==> src/rtl/recorder_pkg.sv <==
// Shared types and width helpers for the sample recorder.
//   rec_state_t : controller state encoding
//   len_width() : width of a sample count that can hold 0..2**aw inclusive
package recorder_pkg;

  typedef enum logic [1:0] {IDLE, RECORD, PLAY} rec_state_t;

  localparam int unsigned DEF_ADDRESS_WIDTH = 8;
  localparam int unsigned DEF_DATA_WIDTH    = 8;

  // One extra bit so a completely full memory (2**aw samples) is representable.
  function automatic int unsigned len_width(input int unsigned aw);
    return aw + 1;
  endfunction

endpackage

==> src/rtl/sample_recorder_if.sv <==
// Stream and RAM-port bundle for the sample recorder.
//   in_valid/in_data/in_ready    : sample input stream
//   out_valid/out_data/out_ready : sample output stream
//   ram_wr_en/ram_addr/ram_din   : to the single-port RAM
//   ram_dout                     : async read data from the RAM
// modport master: recorder side; modport slave: source/sink/RAM side.
interface sample_recorder_if
  import recorder_pkg::*;
#(
  parameter int unsigned ADDRESS_WIDTH = DEF_ADDRESS_WIDTH,
  parameter int unsigned DATA_WIDTH    = DEF_DATA_WIDTH
);

  logic                     in_valid;
  logic [DATA_WIDTH-1:0]    in_data;
  logic                     in_ready;
  logic                     out_valid;
  logic [DATA_WIDTH-1:0]    out_data;
  logic                     out_ready;
  logic                     ram_wr_en;
  logic [ADDRESS_WIDTH-1:0] ram_addr;
  logic [DATA_WIDTH-1:0]    ram_din;
  logic [DATA_WIDTH-1:0]    ram_dout;

  modport master (
    input  in_valid, in_data, out_ready, ram_dout,
    output in_ready, out_valid, out_data, ram_wr_en, ram_addr, ram_din
  );

  modport slave (
    output in_valid, in_data, out_ready, ram_dout,
    input  in_ready, out_valid, out_data, ram_wr_en, ram_addr, ram_din
  );

endinterface

==> src/rtl/ptr_counter.sv <==
// Address pointer with clear, increment and terminal compare.
//   clk, rst : clock, synchronous active-high reset
//   clr      : load zero (wins over inc)
//   inc      : advance by one (wraps naturally at 2**WIDTH)
//   last     : terminal value to compare against
//   count    : current pointer value
//   at_last  : count == last
module ptr_counter #(
  parameter int unsigned WIDTH = 8
) (
  input  logic             clk,
  input  logic             rst,
  input  logic             clr,
  input  logic             inc,
  input  logic [WIDTH-1:0] last,
  output logic [WIDTH-1:0] count,
  output logic             at_last
);

  localparam logic [WIDTH-1:0] One = {{(WIDTH-1){1'b0}}, 1'b1};

  logic [WIDTH-1:0] count_q, count_d;

  always_comb begin
    count_d = count_q;
    if (clr) begin
      count_d = '0;
    end else if (inc) begin
      count_d = count_q + One;
    end
  end

  always_ff @(posedge clk) begin
    if (rst) begin
      count_q <= '0;
    end else begin
      count_q <= count_d;
    end
  end

  assign count   = count_q;
  assign at_last = (count_q == last);

endmodule

==> src/rtl/sample_recorder.sv <==
// Sequential record/playback controller for an async-read single-port RAM.
// Records a sample stream into addresses 0.. and plays it back once or looped.
//   clk, rst          : clock, synchronous active-high reset
//   start_rec         : begin recording (IDLE only, wins over start_play)
//   start_play, loop  : begin playback, loop selects wrap-around
//   stop              : abort record/play
//   bus (master)      : input stream, output stream and RAM port
//   rec_len           : number of stored samples (0..2**ADDRESS_WIDTH)
//   busy              : not IDLE
//   done              : one-cycle pulse in the first IDLE cycle after record/play
module sample_recorder
  import recorder_pkg::*;
#(
  parameter int unsigned ADDRESS_WIDTH = DEF_ADDRESS_WIDTH,
  parameter int unsigned DATA_WIDTH    = DEF_DATA_WIDTH
) (
  input  logic                  clk,
  input  logic                  rst,
  input  logic                  start_rec,
  input  logic                  start_play,
  input  logic                  loop,
  input  logic                  stop,
  sample_recorder_if.master     bus,
  output logic [ADDRESS_WIDTH:0] rec_len,
  output logic                  busy,
  output logic                  done
);

  localparam int unsigned LenW = len_width(ADDRESS_WIDTH);
  localparam logic [LenW-1:0] LenOne = {{(LenW-1){1'b0}}, 1'b1};
  localparam logic [ADDRESS_WIDTH-1:0] AddrMax = '1;

  rec_state_t state_q, state_d;
  logic [LenW-1:0] rec_len_q, rec_len_d;
  logic            loop_q, loop_d;
  logic            done_q, done_d;

  logic [ADDRESS_WIDTH-1:0] wr_ptr, rd_ptr;
  logic                     wr_at_last, rd_at_last;
  logic [LenW-1:0]          len_m1;
  logic                     accept, handshake, rec_start, play_start;

  // Index of the final stored sample; only meaningful while rec_len != 0.
  assign len_m1 = rec_len_q - LenOne;

  assign accept     = (state_q == RECORD) && bus.in_valid;
  assign handshake  = (state_q == PLAY) && bus.out_ready;
  assign rec_start  = (state_q == IDLE) && start_rec;
  assign play_start = (state_q == IDLE) && !start_rec && start_play && (rec_len_q != '0);

  ptr_counter #(
    .WIDTH (ADDRESS_WIDTH)
  ) u_wr_ptr (
    .clk     (clk),
    .rst     (rst),
    .clr     (rec_start),
    .inc     (accept),
    .last    (AddrMax),
    .count   (wr_ptr),
    .at_last (wr_at_last)
  );

  ptr_counter #(
    .WIDTH (ADDRESS_WIDTH)
  ) u_rd_ptr (
    .clk     (clk),
    .rst     (rst),
    .clr     (play_start || (handshake && rd_at_last && loop_q)),
    .inc     (handshake && !rd_at_last),
    .last    (len_m1[ADDRESS_WIDTH-1:0]),
    .count   (rd_ptr),
    .at_last (rd_at_last)
  );

  always_comb begin
    state_d   = state_q;
    rec_len_d = rec_len_q;
    loop_d    = loop_q;

    unique case (state_q)
      IDLE: begin
        if (rec_start) begin
          state_d   = RECORD;
          rec_len_d = '0;
        end else if (play_start) begin
          state_d = PLAY;
          loop_d  = loop;
        end
      end
      RECORD: begin
        // A sample accepted together with stop is still counted.
        if (accept) begin
          rec_len_d = rec_len_q + LenOne;
        end
        if (stop || (accept && wr_at_last)) begin
          state_d = IDLE;
        end
      end
      PLAY: begin
        if (stop || (handshake && rd_at_last && !loop_q)) begin
          state_d = IDLE;
        end
      end
      default: state_d = IDLE;
    endcase

    done_d = (state_q != IDLE) && (state_d == IDLE);
  end

  always_ff @(posedge clk) begin
    if (rst) begin
      state_q   <= IDLE;
      rec_len_q <= '0;
      loop_q    <= 1'b0;
      done_q    <= 1'b0;
    end else begin
      state_q   <= state_d;
      rec_len_q <= rec_len_d;
      loop_q    <= loop_d;
      done_q    <= done_d;
    end
  end

  always_comb begin
    bus.in_ready  = (state_q == RECORD);
    bus.out_valid = (state_q == PLAY);
    bus.out_data  = bus.ram_dout;
    bus.ram_wr_en = accept;
    bus.ram_din   = bus.in_data;
    unique case (state_q)
      RECORD:  bus.ram_addr = wr_ptr;
      PLAY:    bus.ram_addr = rd_ptr;
      default: bus.ram_addr = '0;
    endcase
  end

  assign rec_len = rec_len_q;
  assign busy    = (state_q != IDLE);
  assign done    = done_q;

endmodule

==> src/flat_wrapper.sv <==
// flat-port wrapper written by rule: the top's interface ports become plain ports
module sample_recorder_flat import recorder_pkg::*;
#(
  parameter int unsigned ADDRESS_WIDTH = DEF_ADDRESS_WIDTH,
  parameter int unsigned DATA_WIDTH    = DEF_DATA_WIDTH
)
  (clk, rst, start_rec, start_play, loop, stop, rec_len, busy, done, bus_in_valid, bus_in_data, bus_out_ready, bus_ram_dout, bus_in_ready, bus_out_valid, bus_out_data, bus_ram_wr_en, bus_ram_addr, bus_ram_din);
  sample_recorder_if #(.ADDRESS_WIDTH(ADDRESS_WIDTH), .DATA_WIDTH(DATA_WIDTH)) bus_i ();
  input  logic clk;
  input  logic rst;
  input  logic start_rec;
  input  logic start_play;
  input  logic loop;
  input  logic stop;
  output logic [ADDRESS_WIDTH:0] rec_len;
  output logic busy;
  output logic done;
  input wire logic [$bits(bus_i.in_valid)-1:0] bus_in_valid;
  input wire logic [$bits(bus_i.in_data)-1:0] bus_in_data;
  input wire logic [$bits(bus_i.out_ready)-1:0] bus_out_ready;
  input wire logic [$bits(bus_i.ram_dout)-1:0] bus_ram_dout;
  output wire logic [$bits(bus_i.in_ready)-1:0] bus_in_ready;
  output wire logic [$bits(bus_i.out_valid)-1:0] bus_out_valid;
  output wire logic [$bits(bus_i.out_data)-1:0] bus_out_data;
  output wire logic [$bits(bus_i.ram_wr_en)-1:0] bus_ram_wr_en;
  output wire logic [$bits(bus_i.ram_addr)-1:0] bus_ram_addr;
  output wire logic [$bits(bus_i.ram_din)-1:0] bus_ram_din;
  assign bus_i.in_valid = bus_in_valid;
  assign bus_i.in_data = bus_in_data;
  assign bus_i.out_ready = bus_out_ready;
  assign bus_i.ram_dout = bus_ram_dout;
  assign bus_in_ready = bus_i.in_ready;
  assign bus_out_valid = bus_i.out_valid;
  assign bus_out_data = bus_i.out_data;
  assign bus_ram_wr_en = bus_i.ram_wr_en;
  assign bus_ram_addr = bus_i.ram_addr;
  assign bus_ram_din = bus_i.ram_din;
  sample_recorder #(.ADDRESS_WIDTH(ADDRESS_WIDTH), .DATA_WIDTH(DATA_WIDTH)) u_core (.clk(clk), .rst(rst), .start_rec(start_rec), .start_play(start_play), .loop(loop), .stop(stop), .bus(bus_i), .rec_len(rec_len), .busy(busy), .done(done));
endmodule
==> config.mk <==
export PLATFORM = sky130hd
export DESIGN_NAME = sample_recorder_flat
export DESIGN_NICKNAME = d
export VERILOG_FILES = /design/src/rtl/recorder_pkg.sv /design/src/rtl/sample_recorder_if.sv /design/src/rtl/ptr_counter.sv /design/src/rtl/sample_recorder.sv /design/src/flat_wrapper.sv
export SDC_FILE = /design/constraint.sdc
export NUM_CORES = 1
export LEC_CHECK = 0
export CORE_MARGIN = 4
export CORE_UTILIZATION = 40
export DETAILED_ROUTE_END_ITERATION = 7
export GPL_TIMING_DRIVEN = 0
export HOLD_SLACK_MARGIN = 0.03
export PLACE_DENSITY = 0.72
export SLEW_MARGIN = 20
export SYNTH_ARGS = -nofsm -noshare
export SYNTH_HDL_FRONTEND = slang
export SYNTH_SLANG_ARGS = --single-unit
==> constraint.sdc <==
create_clock -name clk -period 7.3 [get_ports clk]
set_input_delay 0.73 -clock clk [delete_from_list [all_inputs] [get_ports clk]]
set_output_delay 0.73 -clock clk [all_outputs]
set_load 0.02 [all_outputs]
; Word level (Yosys, flattened, before mapping)
; Index checks and enable logic that the tools add are counted.
[word_totals]
regBits = 29
in_bits = 24
out_inout_bits = 38
word_cells = 53
[op_classes]
n_addsub = 4
eq_ne = 6
muxes = 9
bitwise = 1
n_reduce_logical = 27
[ops]
columns = cell, count
row1 = $mux W9, 2
row2 = $pmux W9 S2, 1
row3 = $add A8 B1 Y8 const B, 2
row4 = $pmux W8 S2, 1
row5 = $logic_and A1 B1 Y1, 12
row6 = $add A9 B1 Y9 const B, 1
row7 = $reduce_bool A9 Y1, 1
row8 = $eq A8 B8 Y1, 1
row9 = $eq A8 B8 Y1 const B, 1
row10 = $mux W2, 4
row11 = $sub A8 B1 Y8 const B, 1
row12 = $pmux W2 S3, 1
row13 = $reduce_and A3 Y1, 2
row14 = $logic_not A2 Y1, 2
row15 = $ne A2 B1 Y1 const B, 2
row16 = $reduce_bool A2 Y1, 2
row17 = $reduce_or A2 Y1, 2
row18 = $logic_not A1 Y1, 3
row19 = $logic_or A1 B1 Y1, 3
row20 = $eq A2 B1 Y1 const B, 1
row21 = $eq A2 B2 Y1 const B, 1
row22 = $not A1 Y1, 1

; Longest topological paths before layout
; Gate-level depths: netlist of the first run.
[depth]
depth_word = 9
ltp_mapped = 9
mapped_depth_nobuf = 8

; By module
; A second synthesis of the first run with hierarchy kept.
[unflattened]
cells_unflattened = 244
hier_area_um2 = 2045.7
[by_module_without_submodules]
columns = mod, n_inst, cells_per_inst, area_per_inst_um2, seq_area_each_um2
row1 = sample_recorder, 1, 144, 1179.9, 260.2
row2 = ptr_counter, 2, 50, 432.9, 160.2

; Worst setup path before layout of the first run
; No wires, ideal clock.
[synth_timing]
kind = flip-flop to flip-flop
from = register u_core.rec_len_q[0] (netlist: u_core.rec_len[0])
to = register u_core.u_rd_ptr.count_q[7] (netlist: u_core.u_rd_ptr.count[7])
setup_ns = 0.066
t_arrival_ns = 2.491
t_required_ns = 7.234
slack_ns = 4.743
path_stages_with_launch = 9
path_buffers = 0
synth_period_minus_slack_ns = 2.557
path_cell_list = dfxtp_1 > inv_1 > ha_1 > or3b_2 > or3_1 > xnor2_1 > o2111a_2 > or4_4 > a21oi_2
[synth_via]
elab_chain_cells = 6
elab_cells_between_ends = 10
classes_between = add/sub (1) / eq/ne (1) / reduce/logical (8)
[synth_rtl]
columns = element, line
row1 = start: declaration, sample_recorder.sv:34  ; logic [LenW-1:0] rec_len_q, rec_len_d;
row2 = start signal: assignment, sample_recorder.sv:118  ; rec_len_q <= rec_len_d;
row3 = $sub A8 B1 Y8, sample_recorder.sv:44  ; assign len_m1 = rec_len_q - LenOne;
row4 = $eq A8 B8 Y1, ptr_counter.sv:42  ; assign at_last = (count_q == last);
row5 = $logic_and A1 B1 Y1 (2 in series), sample_recorder.sv:68  ; .clr (play_start || (handshake && rd_at_last && loop_q)),
row6 = $logic_or A1 B1 Y1, sample_recorder.sv:68
row7 = $reduce_or A2 Y1 (no source line), n/a
row8 = end signal: assignment, ptr_counter.sv:37  ; count_q <= count_d;
row9 = end: declaration, ptr_counter.sv:22  ; logic [WIDTH-1:0] count_q, count_d;
; Parallel ways exist; a longest one is shown, timed or not.
; A chain may end at the register's enable or synchronous reset.

; Worst setup path in the final report of the first run
[layout_timing]
from = register u_core.state_q[1]
to = output port bus_ram_addr[0]
[layout_via]
elab_chain_cells = 2
elab_cells_between_ends = 3
classes_between = eq/ne (2) / mux (1)
[layout_rtl]
columns = element, line
row1 = start: declaration, sample_recorder.sv:33  ; rec_state_t state_q, state_d;
row2 = start signal: assignment, sample_recorder.sv:117  ; state_q <= state_d;
row3 = $eq A2 B2 Y1 or $eq A2 B1 Y1 (tied branches), sample_recorder.sv:130  ; unique case (state_q)
row4 = $pmux W8 S2 (*), sample_recorder.sv:130
row5 = end: declaration, flat_wrapper.sv:26  ; output wire logic [$bits(bus_i.ram_addr)-1:0] bus_ram_addr;
; Mark *: on every way between the ends. The rest lies on a longest branch, timed or not.

==> results of run 1 <==
-- where the power goes --
group | switching [mW] | total, mW | internal (mW) | leakage (nW)
registers | 0.00278 | 0.164 | 0.161 | 0.234
clock network | 0.0678 | 0.179 | 0.111 | 0.0574
logic | 0.0400 | 0.0766 | 0.0366 | 0.656
-- cell usage after synthesis, types with 7 or more instances --
cell / instances / area, µm²
xor2_1: 12 / 105
nor2_1: 23 / 86.3
nor2b_1: 8 / 50.1
dfxtp_1: 29 / 581
clkbuf_1: 7 / 26.3
a21oi_1: 12 / 60.1
a22oi_1: 8 / 60.1
ha_1: 8 / 100
buf_4: 16 / 120
or3_1: 7 / 43.8
inv_1: 7 / 26.3
nand2_1: 23 / 86.3
o21ai_0: 10 / 50.1
xnor2_1: 10 / 87.6
-- metrics by stage --
step / cell area [µm²] / hold WS, ps / cells / setup WS, ps / power [mW]
after global routing: 2600 / 532 / 364 / 4040 / 0.437
after global placement: 2480 / 482 / 356 / 4460 / 0.244
final: 2600 / 498 / 364 / 4220 / 0.419
after floorplan: 1950 / 466 / 244 / 4740 / 0.217
after detailed placement: 2480 / 492 / 356 / 4460 / 0.245
after CTS: 2600 / 501 / 364 / 4210 / 0.424
-- registers in the layout (all words and copies together) (netlist names) --
signal,count
u_core.rec_len,9
u_core.u_rd_ptr.count,8
u_core.u_wr_ptr.count,8
u_core.state_q,2
u_core.done,1
u_core.loop_q,1
-- area by class of cell --
type | instances | area [µm²]
plain buffers | 26 | 159
clock buffers | 6 | 82.6
clock inverters | 2 | 37.5
fillers | 459 | 2120
inverters | 7 | 26.3
multi-input cells | 182 | 1180
flip-flops and latches | 29 | 581
well taps | 67 | 83.8
repair buffers | 45 | 450
-- worst paths after layout --
check | cells after the start | slack [ps] | from | end
worst min-delay path | 2 | 500 | u_core.u_wr_ptr.count[5]$_SDFFE_PP0P_ | u_core.u_wr_ptr.count[5]$_SDFFE_PP0P_
worst max register to register | 8 | 4480 | u_core.rec_len[0]$_SDFFE_PP0P_ | u_core.u_rd_ptr.count[1]$_SDFFE_PP0P_
worst min register to register | 2 | 500 | u_core.u_wr_ptr.count[5]$_SDFFE_PP0P_ | u_core.u_wr_ptr.count[5]$_SDFFE_PP0P_
worst max-delay path | 6 | 4220 | u_core.state_q[1]$_SDFF_PP0_ | bus_ram_addr[0]
-- worst min-delay path, stage by stage, from the launching register on --
cell	delay, ps
dfxtp_1	330
o21ai_0	70
a21oi_1	60
-- cell families (layout without fill, tap and decap cells) --
kind of cell | count (synthesis) | count (layout) | synth area share (%)
multiplexers | 2 | 2 | 1.03
AO/OA/AOI/OAI | 50 | 50 | 17.4
AND/OR/NAND/NOR | 100 | 100 | 27.3
XOR/XNOR | 22 | 22 | 9.88
buffers and inverters | 33 | 86 | 9.50
flip-flops | 29 | 29 | 29.8
adder cells (fa/ha/maj) | 8 | 8 | 5.13
-- metal layers --
metal | vias to the layer above | share of wire [%] | track usage (%)
li1 | 947 | - | -
met1 | 858 | 47 | 19.3
met2 | 44 | 47 | 25.5
met3 | 6 | 4.6 | 4.06
met4 | 0 | 1.2 | 4.80
met5 | - | 0 | 0
==> metrics.csv, run 1 <==
metric;value;unit
post-synthesis async set-or-reset flop share;0;%
Post-DP HPWL;3.51;mm
largest net degree at the start of global routing;11;
Synth Flop Type;dfxtp_1;
library cells used by synthesis;49;
unrepaired setup endpoints after global routing;no;
n_diodes;0;
Root Buffer;clkbuf_8;
CP Class;flip-flop to output port;
first-pass iteration count of the detailed router;4;
Final Max Slew Viols;0;
setup bufs post-CTS;0;
Rel. slew slack;61.0;%
vias in the first global route;1652;
total CTS buffers;5;
Post-DRT Antenna Nets;0;
Min-Delay Path Class;flip-flop to flip-flop;
CP max FO;10;
CP Cell Sequence;inv_1, ha_1, clkbuf_1, a22oi_1, nor2b_1, clkdlybuf4s50_1;
CTS Hold Bufs;0;
IO buf count;45;
Fin Clk Skew;3.16;ps
synthesized instance count;244;
via/cell ratio;5.10;
Worst Path Buf+Inv;3;
slowest stage delay, CP;620;ps
CTS Buffer Depth;2;
drt wl/cell;12.7;µm
Clock Sinks;29;
count of final hold-check violations;0;
row cnt;25;
CTS H-tree depth;2;
first-pass GRT wire length;7.53;mm
Area growth, synth to finish;33.6;%
TritonCTS clock tree;done;
io pins;62;
die width;77.8;µm
GR Overflow Total;0;
Synth Area per Inst;7.99;µm²
peak supply drop;0.0000959;V
Leakage;0.948;nW
Post-CTS Resized;0;
number of DRC markers in iteration 0;97;
Power Density;161;nW/µm²
die area;6050;µm²
Final min period;3080;ps
initial antenna violation count;0;
share of synthesized area occupied by flip-flops and latches;29.8;%
clk_lat worst skew;290;ps
syn_nets;276;
core area;4720;µm²
critical path arrival;2350;ps
most common cell after layout, fill and taps aside;clkdlybuf4s50_1;
Setup crit end kind;output port;
Starting Density;41.3;%
max-cap violations;0;
GRT Util Overall;15.4;%
synthesized area;1950;µm²
Final TNS setup;0;ps
worst slew pin tran;583;ps
Via Count;1855;
clock-pin slew on the worst setup and hold paths;70;ps
CP required;6570;ps
Crit-path slowest cell;clkdlybuf4s50_1;
type of origin of the critical path;flip-flop;
Die Ht;77.8;µm
fmax;325;MHz
final core utilization;55.1;%
Layout Nets;328;
FF+latch count, synth;29;
GP Congestion;0.827;
crit-path leading delay family;buffers and inverters;
WL final;4.63;mm
number of synthesized flops with an enable pin;0;
most frequent cells in the layout;45 x clkdlybuf4s50_1, 29 x dfxtp_1, 23 x nand2_1, 23 x nor2_1, 16 x buf_4;
Syn. warnings;0;
status;finished, final reports clean;
share of cells above drive strength 1;11.4;%
fin crit share;42.2;%
drt drc;0;
count of final setup violators;0;
No activity file was read; power rests on OpenSTA's default activity.
==> run 2, diff against run 1 <==
==> constraint.sdc (replaced) <==
create_clock -name clk -period 3.1 [get_ports clk]
set_input_delay 0.31 -clock clk [delete_from_list [all_inputs] [get_ports clk]]
set_output_delay 0.31 -clock clk [all_outputs]
set_load 0.02 [all_outputs]
==> results of run 2 <==
Same layout as run 1 (identical final DEF). Status: finished, final reports clean.
Main changes from that run: setup slack after placement 4460 ps -> 327 ps; setup slack after layout 4220 ps -> 275 ps; start point of the critical path u_core.state_q[1]$_SDFF_PP0_ -> u_core.rec_len[0]$_SDFFE_PP0P_; end point of the critical path bus_ram_addr[0] -> u_core.u_rd_ptr.count[1]$_SDFFE_PP0P_; register-to-register setup slack 4480 ps -> 280 ps; total power 0.419 mW -> 0.988 mW; worst IR drop on VDD 0.0000959 V -> 0.000226 V
==> run 3, diff against run 2 <==
--- a/config.mk
+++ b/config.mk
@@ -11,6 +11,7 @@
 export GPL_TIMING_DRIVEN = 0
 export HOLD_SLACK_MARGIN = 0.03
 export PLACE_DENSITY = 0.72
+export SETUP_SLACK_MARGIN = 0.3
 export SLEW_MARGIN = 20
 export SYNTH_ARGS = -nofsm -noshare
 export SYNTH_HDL_FRONTEND = slang
==> run 3 against run 2 <==
  * Setup slack improved by 140 ps
  * Maximum frequency grew 5.0%
  * Final cell count up 0.55%
  * Critical path type unchanged
==> metrics.csv, run 3 (synthesized netlist as in run 1, its figures left out) <==
metric;value;unit;change
status;finished, final reports clean;;unchanged
Power Density;370;nW/µm²;was 379 nW/µm²
worst slew pin tran;597;ps;was 583 ps
GP Congestion;0.827;;unchanged
Area growth, synth to finish;38.1;%;was 33.6%
CP Cell Sequence;inv_1, ha_1, or3b_2, or3_4, o41ai_4, o21ai_0, a31o_4, a21oi_1;;was inv_1, ha_1, or3b_2, or3_1, o41ai_2, o21ai_0, a31o_2, a21oi_1
Post-DP HPWL;3.51;mm;unchanged
critical path arrival;2910;ps;was 3050 ps
GR Overflow Total;0;;unchanged
Crit-path slowest cell;or3b_2;;unchanged
CP max FO;7;;unchanged
crit-path leading delay family;compound AO/OA/AOI/OAI gates;;unchanged
Die Ht;77.8;µm;unchanged
Via Count;1865;;was 1855
most common cell after layout, fill and taps aside;clkdlybuf4s50_1;;unchanged
post-place instance area;2480;µm²;unchanged
CP Class;flip-flop to flip-flop;;unchanged
count of final hold-check violations;0;;unchanged
GRT Util Overall;15.4;%;unchanged
clock-pin slew on the worst setup and hold paths;70;ps;about the same
fillers;445;;was 459
WL final;4.67;mm;was 4.63 mm
count of final setup violators;0;;unchanged
number of flip-flops under the largest register name;9;;unchanged
largest net degree at the start of global routing;11;;unchanged
footprint of the multi-input gates;1250;µm²;was 1180 µm²
design area;2690;µm²;was 2600 µm²
Layout Nets;330;;was 328
Final Max Slew Viols;0;;unchanged
Leakage;0.980;nW;was 0.948 nW
share of cells above drive strength 1;13.4;%;was 11.4%
PnR Total Power;996;µW;was 988 µW
fmax;372;MHz;was 354 MHz
Final min period;2690;ps;was 2820 ps
total CTS buffers;5;;unchanged
number of DRC markers in iteration 0;88;;was 97
IO buf count;45;;unchanged
CTS H-tree depth;2;;unchanged
Final TNS setup;0;ps;unchanged
Post-DRT Antenna Nets;0;;unchanged
core area;4720;µm²;unchanged
Starting Density;41.3;%;unchanged
CTS Hold Bufs;0;;unchanged
initial antenna violation count;0;;unchanged
Min-Delay Path Class;flip-flop to flip-flop;;unchanged
final cell count without fillers;366;;was 364
drt drc;0;;unchanged
most frequent cells in the layout;45 x clkdlybuf4s50_1, 29 x dfxtp_1, 23 x nand2_1, 23 x nor2_1, 18 x buf_4;;was 45 x clkdlybuf4s50_1, 29 x dfxtp_1, 23 x nand2_1, 23 x nor2_1, 16 x buf_4
io pins;62;;unchanged
max-cap violations;0;;unchanged
slowest stage delay, CP;470;ps;about the same
DP Cell Count;356;;unchanged
via/cell ratio;5.10;;about the same
Root Buffer;clkbuf_8;;unchanged
first-pass iteration count of the detailed router;4;;unchanged
type of origin of the critical path;flip-flop;;unchanged
first-pass GRT wire length;7.53;mm;unchanged
vias in the first global route;1652;;unchanged
Clock Sinks;29;;unchanged
Setup crit end kind;flip-flop;;unchanged
die area;6050;µm²;unchanged
n_diodes;0;;unchanged
Rel. slew slack;60.1;%;was 61.0%
CTS Buffer Depth;2;;unchanged
Fin Clk Skew;2.75;ps;was 3.16 ps
die width;77.8;µm;unchanged
Worst Path Buf+Inv;1;;unchanged
fin crit share;86.8;%;was 91.1%
TritonCTS clock tree;done;;unchanged
CP required;3320;ps;about the same
r2r setup slk;410;ps;was 280 ps
unrepaired setup endpoints after global routing;no;;unchanged
peak supply drop;0.000227;V;was 0.000226 V
clk_lat worst skew;290;ps;about the same
Seq. cell area;581;µm²;unchanged
row cnt;25;;unchanged
drt wl/cell;12.8;µm;was 12.7 µm
## run 3: changes by cell type in the layout (fill, tap and decap cells not counted), sizes merged
cell and change:
buf +1, clkbuf +1
## run 3: where the power goes
group / total (mW) / internal, mW / switching [mW]
Sequential: 0.387 / 0.380 / 0.00665
Clock: 0.421 / 0.261 / 0.160
Combinational: 0.189 / 0.0904 / 0.0984
Total: 0.996 / 0.731 / 0.265
## run 3: cell type report
type | instances | area share [%]
clock inverters | 2 | 1.39
plain buffers | 26 | 6.04
repair buffers | 47 | 17.3
well taps | 67 | 3.11
clock buffers | 6 | 3.07
flip-flops and latches | 29 | 21.6
inverters | 7 | 0.976
multi-input cells | 182 | 46.6
## run 3: tightest hold or removal path, cell delays in order (launching register included)
cell and delay [ps]:
dfxtp_1 330, o21ai_0 70, a21oi_1 60
## run 3: what timing repair did
item	CTS	global route
hold endpoints to repair	0	0
resized for setup	0	11
buffers inserted	0	2
endpoints found under the setup margin	0	13
## run 3: final timing paths
path	to	depth (start not counted)	start
worst max-delay path	u_core.u_rd_ptr.count[1]$_SDFFE_PP0P_	8	u_core.rec_len[0]$_SDFFE_PP0P_
worst min-delay path	u_core.u_wr_ptr.count[5]$_SDFFE_PP0P_	2	u_core.u_wr_ptr.count[5]$_SDFFE_PP0P_
worst max register to register	u_core.u_rd_ptr.count[1]$_SDFFE_PP0P_	8	u_core.rec_len[0]$_SDFFE_PP0P_
worst min register to register	u_core.u_wr_ptr.count[5]$_SDFFE_PP0P_	2	u_core.u_wr_ptr.count[5]$_SDFFE_PP0P_
## run 3: metal layers
| metal | track usage [%] | vias up | part of all wire [%] |
|---|---|---|---|
| met2 | 25.5 | 50 | 47 |
| met3 | 4.06 | 5 | 5.1 |
| met4 | 4.80 | 0 | 1.2 |
| li1 | - | 947 | - |
| met5 | 0 | - | 0 |
| met1 | 19.3 | 863 | 47 |
## run 3: metrics by stage
step                setup WS (ps)  util [%]  hold slack (ps)
finish                        410      57.0              495
global route                  307      57.0              532
CTS                           303      55.1              501
detailed placement            327      52.6              492
global placement              338      52.6              482
floorplan                     543         -              382
